## config.mk

```make
export PLATFORM = sky130hd
export DESIGN_NAME = spi_mem_responder
export DESIGN_NICKNAME = d
export VERILOG_FILES = /design/src/rtl/spi_mem_pkg.sv /design/src/rtl/spi_sync_edge.sv /design/src/rtl/spi_mem_responder.sv
export SDC_FILE = /design/constraint.sdc
export NUM_CORES = 2
export LEC_CHECK = 0
export CORE_MARGIN = 2
export CORE_UTILIZATION = 55
export CTS_CLUSTER_DIAMETER = 30
export DETAILED_ROUTE_END_ITERATION = 10
export GPL_TIMING_DRIVEN = 1
export HOLD_SLACK_MARGIN = 0.06
export PLACE_DENSITY_LB_ADDON = 0.3
export SLEW_MARGIN = 40
export SYNTH_ARGS = -nofsm -noshare
export SYNTH_HDL_FRONTEND = slang
export SYNTH_SLANG_ARGS = --single-unit
```

## constraint.sdc

```tcl
create_clock -name clk -period 3.56 [get_ports clk]
set_clock_uncertainty 0.15 [all_clocks]
set_input_delay 0.712 -clock clk [delete_from_list [all_inputs] [get_ports clk]]
set_output_delay 0.712 -clock clk [all_outputs]
set_load 0.05 [all_outputs]
```

## src/rtl/spi_mem_pkg.sv

```systemverilog
// Shared definitions for the SPI memory responder: byte width, opcodes,
// FSM state encoding and command validation.
// Optional feature macro: SPI_MEM_STATUS_EN (adds READ_STATUS opcode).
package spi_mem_pkg;

  localparam int unsigned BYTE_W = 8;

  localparam logic [2:0] SINGLE_WRITE = 3'b001;
  localparam logic [2:0] SINGLE_READ  = 3'b010;
  localparam logic [2:0] BURST_WRITE  = 3'b011;
  localparam logic [2:0] BURST_READ   = 3'b100;
  localparam logic [2:0] READ_STATUS  = 3'b101;

  typedef enum logic [2:0] {
    IDLE,
    CMD,
    ADDR,
    WDATA,
    RDATA,
    ERR
  } state_t;

  // Command byte is valid when the upper five bits are zero and the opcode is known
  function automatic logic cmd_valid(input logic [BYTE_W-1:0] cmd);
    logic op_ok;
    case (cmd[2:0])
      SINGLE_WRITE, SINGLE_READ, BURST_WRITE, BURST_READ: op_ok = 1'b1;
`ifdef SPI_MEM_STATUS_EN
      READ_STATUS: op_ok = 1'b1;
`endif
      default: op_ok = 1'b0;
    endcase
    return op_ok && (cmd[BYTE_W-1:3] == '0);
  endfunction

endpackage

```

## src/rtl/spi_sync_edge.sv

```systemverilog
// Two-flop synchronizer with rise/fall pulse generation for an
// asynchronous SPI pin sampled in the system clock domain.
module spi_sync_edge #(
  parameter logic RST_VAL = 1'b0
) (
  input  logic clk,
  input  logic rst_n,
  input  logic d,
  output logic q,
  output logic rise,
  output logic fall
);

  logic meta;
  logic q_d;

  // Synchronize the pin and keep one delayed copy for edge detection
  always_ff @(posedge clk or negedge rst_n) begin
    if (!rst_n) begin
      meta <= RST_VAL;
      q    <= RST_VAL;
      q_d  <= RST_VAL;
    end else begin
      meta <= d;
      q    <= meta;
      q_d  <= q;
    end
  end

  assign rise = q & ~q_d;
  assign fall = ~q & q_d;

endmodule

```

## src/rtl/spi_mem_responder.sv

```systemverilog
// SPI mode-0 responder in front of a register-file memory.
// All SPI pins are oversampled in the clk domain; nothing runs on sclk.
// Frame: command byte, address byte, then data bytes.
// Optional macro SPI_MEM_STATUS_EN enables READ_STATUS (opcode 101) which
// returns a saturating count of invalid commands and clears it on completion.
module spi_mem_responder
  import spi_mem_pkg::*;
#(
  parameter int unsigned ADDR_W = 8,
  parameter int unsigned DATA_W = 8
) (
  input  logic              clk,
  input  logic              rst_n,
  input  logic              cs,
  input  logic              sclk,
  input  logic              mosi,
  output logic              miso,
  output logic              wr_strobe,
  output logic [ADDR_W-1:0] wr_addr,
  output logic              cmd_err,
  output logic              busy
);

  localparam int unsigned DEPTH = 1 << ADDR_W;

  if (DATA_W != BYTE_W) begin : g_bad_data_w
    $error("spi_mem_responder: DATA_W must equal BYTE_W (8)");
  end

  logic unused_cs_lvl, cs_rise, cs_fall;
  logic unused_sclk_lvl, sclk_rise, sclk_fall;
  logic mosi_s, unused_mosi_rise, unused_mosi_fall;

  spi_sync_edge #(.RST_VAL(1'b1)) u_cs_sync (
    .clk(clk), .rst_n(rst_n), .d(cs),
    .q(unused_cs_lvl), .rise(cs_rise), .fall(cs_fall)
  );

  spi_sync_edge #(.RST_VAL(1'b0)) u_sclk_sync (
    .clk(clk), .rst_n(rst_n), .d(sclk),
    .q(unused_sclk_lvl), .rise(sclk_rise), .fall(sclk_fall)
  );

  spi_sync_edge #(.RST_VAL(1'b0)) u_mosi_sync (
    .clk(clk), .rst_n(rst_n), .d(mosi),
    .q(mosi_s), .rise(unused_mosi_rise), .fall(unused_mosi_fall)
  );

  state_t             state;
  logic [2:0]         bitcnt;
  logic [2:0]         ocnt;
  logic [BYTE_W-2:0]  shreg;
  logic [BYTE_W-2:0]  txreg;
  logic [2:0]         op;
  logic [ADDR_W-1:0]  addr;
  logic               wdone;
  logic               rd_active;
  logic [DATA_W-1:0]  mem [DEPTH];
  logic [BYTE_W-1:0]  rx_byte;
  logic [BYTE_W-1:0]  tx_byte;
`ifdef SPI_MEM_STATUS_EN
  logic [3:0]         err_cnt;
`endif

  assign rx_byte = {shreg, mosi_s};

  // Select the byte to start shifting out: memory word or status byte
  always_comb begin
    tx_byte = mem[addr];
`ifdef SPI_MEM_STATUS_EN
    if (op == READ_STATUS) tx_byte = {{(BYTE_W-4){1'b0}}, err_cnt};
`endif
  end

  // Frame FSM, memory and registered outputs
  always_ff @(posedge clk or negedge rst_n) begin
    if (!rst_n) begin
      state     <= IDLE;
      bitcnt    <= '0;
      ocnt      <= '0;
      shreg     <= '0;
      txreg     <= '0;
      op        <= '0;
      addr      <= '0;
      wdone     <= 1'b0;
      rd_active <= 1'b0;
      miso      <= 1'b0;
      wr_strobe <= 1'b0;
      wr_addr   <= '0;
      cmd_err   <= 1'b0;
      busy      <= 1'b0;
      for (int unsigned i = 0; i < DEPTH; i++) mem[ADDR_W'(i)] <= '0;
`ifdef SPI_MEM_STATUS_EN
      err_cnt   <= '0;
`endif
    end else begin
      wr_strobe <= 1'b0;
      cmd_err   <= 1'b0;

      if (sclk_rise && (state == CMD || state == ADDR || state == WDATA)) begin
        shreg  <= rx_byte[BYTE_W-2:0];
        bitcnt <= bitcnt + 3'd1;
      end

      case (state)
        IDLE: begin
          if (cs_fall) begin
            state  <= CMD;
            busy   <= 1'b1;
            bitcnt <= '0;
            ocnt   <= '0;
          end
        end
        CMD: begin
          if (sclk_rise && bitcnt == 3'd7) begin
            op <= rx_byte[2:0];
            if (cmd_valid(rx_byte)) begin
`ifdef SPI_MEM_STATUS_EN
              if (rx_byte[2:0] == READ_STATUS) begin
                state     <= RDATA;
                rd_active <= 1'b1;
                ocnt      <= '0;
              end else begin
                state <= ADDR;
              end
`else
              state <= ADDR;
`endif
            end else begin
              state   <= ERR;
              cmd_err <= 1'b1;
`ifdef SPI_MEM_STATUS_EN
              if (err_cnt != 4'hF) err_cnt <= err_cnt + 4'd1;
`endif
            end
          end
        end
        ADDR: begin
          if (sclk_rise && bitcnt == 3'd7) begin
            addr <= ADDR_W'(rx_byte);
            if (op == SINGLE_WRITE || op == BURST_WRITE) begin
              state <= WDATA;
              wdone <= 1'b0;
            end else begin
              state     <= RDATA;
              rd_active <= 1'b1;
              ocnt      <= '0;
            end
          end
        end
        WDATA: begin
          if (sclk_rise && bitcnt == 3'd7 && !wdone) begin
            mem[addr] <= rx_byte;
            wr_strobe <= 1'b1;
            wr_addr   <= addr;
            if (op == BURST_WRITE) addr  <= addr + ADDR_W'(1);
            else                   wdone <= 1'b1;
          end
        end
        RDATA: begin
          // Byte fetch happens on the first falling edge of each byte so a
          // burst picks up the already-incremented address.
          if (sclk_fall) begin
            ocnt <= ocnt + 3'd1;
            if (ocnt == 3'd0) begin
              miso  <= rd_active & tx_byte[BYTE_W-1];
              txreg <= rd_active ? tx_byte[BYTE_W-2:0] : '0;
            end else begin
              miso  <= rd_active & txreg[BYTE_W-2];
              txreg <= {txreg[BYTE_W-3:0], 1'b0};
            end
            if (ocnt == 3'd7 && rd_active) begin
              if (op == BURST_READ) begin
                addr <= addr + ADDR_W'(1);
              end else begin
                rd_active <= 1'b0;
`ifdef SPI_MEM_STATUS_EN
                if (op == READ_STATUS) err_cnt <= '0;
`endif
              end
            end
          end
        end
        ERR: miso <= 1'b0;
        default: state <= IDLE;
      endcase

      // cs release overrides the state update but not a commit in the same clk
      if (cs_rise) begin
        state     <= IDLE;
        busy      <= 1'b0;
        miso      <= 1'b0;
        bitcnt    <= '0;
        ocnt      <= '0;
        rd_active <= 1'b0;
      end
    end
  end

endmodule

```

== Word level (Yosys, flattened, before mapping) ==
Cells that the tools add are included.

* Add/sub/neg operators: 3
* $mul: 0
* Divide/modulo/power cells: 0
* Magnitude comparators: 2
* Equality and inequality tests: 30
* Shifts and indexed selects: 0
* Multiplexer cells: 59
* Bitwise operators: 11
* Reductions and logical operators: 32

{| class="wikitable"
|+ Operators by type and width
! cell !! count
|-
| $bwmux W2048 || 1
|-
| $mux W8 || 9
|-
| $bmux W8 S8 || 1
|-
| $demux W8 S8 || 1
|-
| $mux W3 || 15
|-
| $mux W1 || 24
|-
| $pmux W8 S3 || 1
|-
| $eq A3 B3 Y1 const B || 6
|-
| $eq A3 B2 Y1 const B || 5
|-
| $ne A3 B3 Y1 const B || 5
|-
| $mux W7 || 2
|-
| $pmux W3 S4 || 1
|-
| $ne A2 B1 Y1 const B || 5
|-
| $reduce_and A2 Y1 || 5
|-
| $reduce_and A5 Y1 || 2
|-
| $eq A3 B1 Y1 const B || 3
|-
| $ge A9 B9 Y1 const B || 1
|-
| $lt A9 B1 Y1 const B || 1
|-
| $not A8 Y9 || 1
|-
| $pmux W3 S3 || 1
|-
| $reduce_bool A3 Y1 || 3
|-
| $add A8 B1 Y8 const B || 1
|-
| $ne A2 B2 Y1 const B || 4
|-
| $reduce_and A7 Y1 || 1
|-
| 16 further kinds || 38
|}

* Flip-flop bits (word level): 2,104
* Latch bits: 0
* RAM bits: 0
* Bits in read-only memories: 0
* Input port bits: 5
* Output and inout port bits: 12
* Logic and storage cells: 415
* Memories kept: 0

== Longest topological paths before layout ==
* Word-level depth: 10
* Depth in mapped cells: 11
* Gate-level depth less buffers: 8

== Cells and area by module ==
From an unflattened synthesis, not the netlist that was laid out.

* Cell total of the unflattened synthesis: 6,011
* Area total of the unflattened synthesis: 95,165.0 um^2

{| class="wikitable"
|+ Modules (own cells, without submodules)
! module !! instances !! cells each !! area each (um^2) !! sequential area each (um^2)
|-
| spi_mem_responder || 1 || 5,996 || 94,891.0 || 52,450.3
|-
| spi_sync_edge (u_mosi_sync ...) || 2 || 5 || 90.1 || 75.1
|-
| spi_sync_edge (u_cs_sync) || 1 || 5 || 93.8 || 78.8
|}

== Least setup slack after synthesis ==
Ideal clock, no wire load.

* Path kind: reg-to-reg
* Start point: register addr[0]
* End point: register txreg[1]
* Library setup time: 0.124 ns
* Data arrival time: 2.739 ns
* Data required time: 3.286 ns
* Setup slack: 0.547 ns
* Stages on the path, launching flop included: 10
* Path buffers: 3
* Clock period less this slack: 3.013 ns
* Cell sequence: dfrtp_1 buf_2 buf_2 buf_1 mux4_2 a22oi_1 a21oi_1 o41ai_1 a41oi_1 a211o_1

* Longest elaborated chain between the ends: 6

{| class="wikitable"
|+ Ends and longest elaborated chain
! what !! line !! text
|-
| from (decl) || spi_mem_responder.sv:55 || <nowiki>logic [ADDR_W-1:0] addr;</nowiki>
|-
| from (signal assigned) || spi_mem_responder.sv:140 || <nowiki>addr <= ADDR_W'(rx_byte);</nowiki>
|-
| from (signal assigned) || spi_mem_responder.sv:156 || <nowiki>if (op == BURST_WRITE) addr <= addr + ADDR_W'(1);</nowiki>
|-
| from (signal assigned) || spi_mem_responder.sv:174 || <nowiki>addr <= addr + ADDR_W'(1);</nowiki>
|-
| $not A8 Y9 (implied by the code) || spi_mem_responder.sv:69 || <nowiki>tx_byte = mem[addr];</nowiki>
|-
| $bmux W8 S8 || spi_mem_responder.sv:69 ||
|-
| $mux W8 (implied by the code) (2 in series) || spi_mem_responder.sv:69 ||
|-
| $mux W7 || spi_mem_responder.sv:167 || <nowiki>txreg <= rd_active ? tx_byte[BYTE_W-2:0] : '0;</nowiki>
|-
| $mux W7 || spi_mem_responder.sv:165 || <nowiki>if (ocnt == 3'd0) begin</nowiki>
|-
| to (signal assigned) || spi_mem_responder.sv:167 ||
|-
| to (signal assigned) || spi_mem_responder.sv:170 || <nowiki>txreg <= {txreg[BYTE_W-3:0], 1'b0};</nowiki>
|-
| to (decl) || spi_mem_responder.sv:53 || <nowiki>logic [BYTE_W-2:0] txreg;</nowiki>
|}

No other way between the ends. The select of a mux whose other input is x is not followed.
A chain may end at the register's enable or synchronous reset.

== Worst setup path in the final report ==
* Start point: register addr[1]
* End point: register txreg[4]

Same word-level chain as after synthesis.

==> metrics list <==
- Outcome: complete, but fails checks
- Violations in the final reports: negative setup slack
- Power spread over the standard cell area amounts to 679 nW/um^2.
- Initial core utilization: 0.552
- Prior to clock tree synthesis, the placed netlist has a worst setup slack of -0.498 ns.
* Arrival time of the worst setup path: 4.30 ns
- The tree is rooted in a sky130_fd_sc_hd__clkbuf_16.
- The critical path goes through buf_12 > buf_12 > buf_12 > mux4_2 > a22oi_1 > a21oi_1 > o41ai_1 > a41oi_1 > a211o_1.
* DRT Pass-1 Iters: 6
* Final count of negative-setup-slack endpoints: 2
- In the post-route analysis, the smallest setup slack over all paths is -0.0674 ns.
- Dominant combinational cell family by area after synthesis: multiplexers
- By instance count, the cell type seen most on the critical path is sky130_fd_sc_hd__buf_12.
* Slowest cell on the critical path: sky130_fd_sc_hd__dfrtp_4
- For this run, the total global-route usage over all layers was measured as 0.296.
- Number of antenna violations at the first check in global routing: 1
- In the routed layout, each cell is associated on average with a via count of 6.32.
- Remaining max-slew budget at the tightest pin: 0.446
- Die Height: 424 microns
* Unrepaired setup endpoints after global routing: true
- Routability-driven placement finished with a final weighted congestion of 0.880.
* Non-Filler Cell Area, Final: 119000 sq um
- Yosys mapped a number of flops with a built-in enable equal to 0.
* Die span in x: 424 microns
- Pin count of the biggest net entering global routing: 180
- Residual DRC count: 0
- The number of cells on the worst reg-to-reg path is 9.
- Counting I/O delays and the setup requirement, the final critical path takes 3.63 ns.
* Synthesized area per cell: 16.1 sq um
- Endpoint class of the critical path: flip-flop
- The startpoint identified for the worst hold timing path is u_mosi_sync.meta.
* Std cell rows: 154
- The portion of synthesized area spent on multiplexers is 0.367.
- Data on the critical path is required at its endpoint by 4.23 ns.
* Measured slew at the worst slew-check pin: 0.831 ns
* Number of levels the H-tree was split into: 5
* Most frequent cells in the layout: sky130_fd_sc_hd__dfrtp_1 (2088), sky130_fd_sc_hd__mux2_2 (2047), sky130_fd_sc_hd__mux4_2 (544), sky130_fd_sc_hd__clkbuf_16 (460), sky130_fd_sc_hd__buf_4 (295)
* Peak fanout along the critical path: 20
* Crit Reg-Reg Endpoint: txreg[4]
- Synth Net Count: 6037
- In this run the deepest clock path goes through 4 buffers.
- Summed over all layers, the global routing overflow is 0.
- Clock insertion delay at the later pin of the skew report: 0.95 ns
- Buffers placed on the I/O ports in this run total 16.
* Nets: 6451
- Layout Cells excl Fill: 9135
* Count of boundary I/O pins: 17
* Worst reg2reg path startpoint: addr[1]
* Max-capacitance violation count: 0
- The first routing iteration left 4522 violations.
- The max-slew violation count is 0.
- In the final routed layout, each cell accounts on average for 28.7 microns.
- The die covers 180000 sq um.
- Wirelength, routed: 263 mm
- Clock tree synthesis found a total of 2104 sinks.
- Synth Area in Compound Gates: 0.0280
- In the final layout, the share of cells above drive strength 1 is 0.603.
- TritonCTS built the clock tree.
- Once detail routing completed, the nets flagged for antenna violations numbered 0.
- After routing, the total negative slack on setup checks comes to -0.0809 ns.
* Startpoint class of the critical path: flip-flop
- The number of global-route vias before repair is 62800.
- Yosys mapped the design onto 60 distinct sky130hd cell types.
- Fraction of registers with async set/reset: 1.00
- Leak pwr: 57.3 nW
* HPWL reported at the end of detailed placement: 160 mm
- Clock transition at the register clock pins on the worst setup and hold paths after CTS: 0.05 ns
* Area growth from synthesis to layout: 22.4%
* Synthesized-area fraction occupied by adder cells: 0.00142
- Final clock period utilization by the worst path: 1.02
- The synthesized netlist occupies a cell area of 96900 sq um.
- Counting flops and latches in the post-synthesis netlist gives 2104.
- Cell count after placement: 8308
- Highest clock frequency the design can meet: 276 MHz
- Leading cell type in the layout, fill and taps excluded: sky130_fd_sc_hd__dfrtp_1
- The first global-routing pass estimated 403 mm of wire.
- Of the total synthesized cell area, the portion taken by AND, OR, NAND and NOR gates is 0.0381.
- Most frequently used flop master after synthesis: sky130_fd_sc_hd__dfrtp_1
* Capture endpoint of the worst hold path: u_mosi_sync.q
* Clock buffer count from CTS: 448
- The detailed router placed 57800 vias in this run.
- The final count of hold timing violations came to 0.
- Sequential fraction of the synthesis area: 0.543
- Of the total synthesized cell area, the portion taken by XOR and XNOR cells is 0.000181.
* Cells after synthesis: 6021
- Path class of the lowest-slack min-delay path: flip-flop to flip-flop
- Total placed instance area: 102000 sq um
* CORE AREA: 176000 sq um
- The Yosys step of the flow raised 0 warnings.
* Hold slack final: 0.187 ns
* Flop-to-flop setup slack: -0.07 ns
- Counting instances, the worst hold path has a depth of 0.
- Critical Setup Path Class: flip-flop to flip-flop
- The largest single stage delay on the critical path is 0.72 ns.
* Highest ir drop seen on vdd: 0.914 mV
-- repair_timing --
item | 4_1_cts | 5_1_grt
resized for setup | 22 | 23
endpoints found under the hold margin | 577 | 0
cloned | 1 | 4
setup endpoints to repair | 7 | 24
hold buffers | 4 | 0
buffers inserted | 5 | 0
pin swaps | 3 | 6
-- cell families after synthesis --
| logic type | after synthesis |
|---|---|
| AO/OA/AOI/OAI | 402 |
| adder cells (fa/ha/maj) | 11 |
| AND/OR/NAND/NOR | 406 |
| flip-flops | 2104 |
| XOR/XNOR | 2 |
| buffers and inverters | 482 |
| multiplexers | 2614 |
-- synthesized netlist by cell type, types with 14 or more instances --
| cell type | count | area (sq um) |
|---|---|---|
| sky130_fd_sc_hd__buf_2 | 73 | 365 |
| sky130_fd_sc_hd__buf_8 | 16 | 240 |
| sky130_fd_sc_hd__clkbuf_1 | 328 | 1230 |
| sky130_fd_sc_hd__nor2_8 | 90 | 1800 |
| sky130_fd_sc_hd__a21oi_1 | 117 | 586 |
| sky130_fd_sc_hd__o21ai_0 | 23 | 115 |
| sky130_fd_sc_hd__nor2_1 | 30 | 113 |
| sky130_fd_sc_hd__nand3_1 | 16 | 80.1 |
| sky130_fd_sc_hd__a22oi_1 | 197 | 1480 |
| sky130_fd_sc_hd__nand3_2 | 14 | 140 |
| sky130_fd_sc_hd__o41ai_1 | 24 | 210 |
| sky130_fd_sc_hd__nor2_2 | 150 | 938 |
| sky130_fd_sc_hd__mux4_2 | 544 | 12300 |
| sky130_fd_sc_hd__nand2_1 | 49 | 184 |
| sky130_fd_sc_hd__mux2_2 | 2047 | 23100 |
| sky130_fd_sc_hd__buf_1 | 40 | 150 |
| sky130_fd_sc_hd__dfrtp_1 | 2101 | 52600 |
-- per-stage QoR --
step / total power, W / util
global placement: 0.0376 / 0.583
detailed placement: 0.0379 / 0.584
CTS: 0.0804 / 0.674
global route: 0.0828 / 0.676
finish: 0.0805 / 0.676
floorplan: 0.0322 / -
-- layout make-up --
cell class	count	area (sq um)
clock inverter	225	2880
timing repair buffer	434	4890
inverter	12	45.0
clock buffer	583	12700
tap	2340	2930
fill	11300	56900
multi-input combinational	3435	42500
sequential	2104	52700
antenna	2	5.00
-- worst max-delay path, delay by kind of cell, from the launching register on --
| family | cells | cell delay [ns] |
|---|---|---|
| AOI/OAI and AO/OA | 5 | 1.65 |
| DFF | 1 | 0.72 |
| muxes | 1 | 0.29 |
| buffers and inverters | 3 | 0.65 |
-- per-layer routing --
layer / up-vias / track usage / wire length [microns]
li1: 23700 / - / -
met1: 31400 / 0.398 / 108000
met2: 2023 / 0.471 / 127000
met3: 602 / 0.0599 / 16200
met4: 0 / 0.132 / 11400
met5: - / 0 / 0
-- where the power goes --
group | internal (W) | leakage, nW | switching, W
logic | 0.00431 | 20.3 | 0.00917
registers | 0.0241 | 29.3 | 0.000591
clock network | 0.0291 | 7.60 | 0.0132
-- how the worst max path moves through the flow --
stage | start | end | slack, ns | depth (start not counted)
3_5_place_dp | addr[0] | txreg[3] | -0.50 | 9
5_1_grt | addr[0] | txreg[6] | -0.04 | 10
6_report | addr[1] | txreg[4] | -0.07 | 9
4_1_cts | addr[0] | txreg[5] | 0.01 | 10
2_1_floorplan | addr[0] | txreg[1] | 0.55 | 9
3_3_place_gp | addr[0] | txreg[3] | -0.56 | 9
-- sequential cells by signal, indices dropped and copies added (netlist names), 3 cells and up --
| name | flops |
|---|---|
| shreg | 7 |
| ocnt | 3 |
| wr_addr | 8 |
| addr | 8 |
| bitcnt | 3 |
| op | 3 |
| state | 3 |
| mem | 2048 |
| txreg | 7 |
Note: power is estimated with default switching activity, not from simulation.
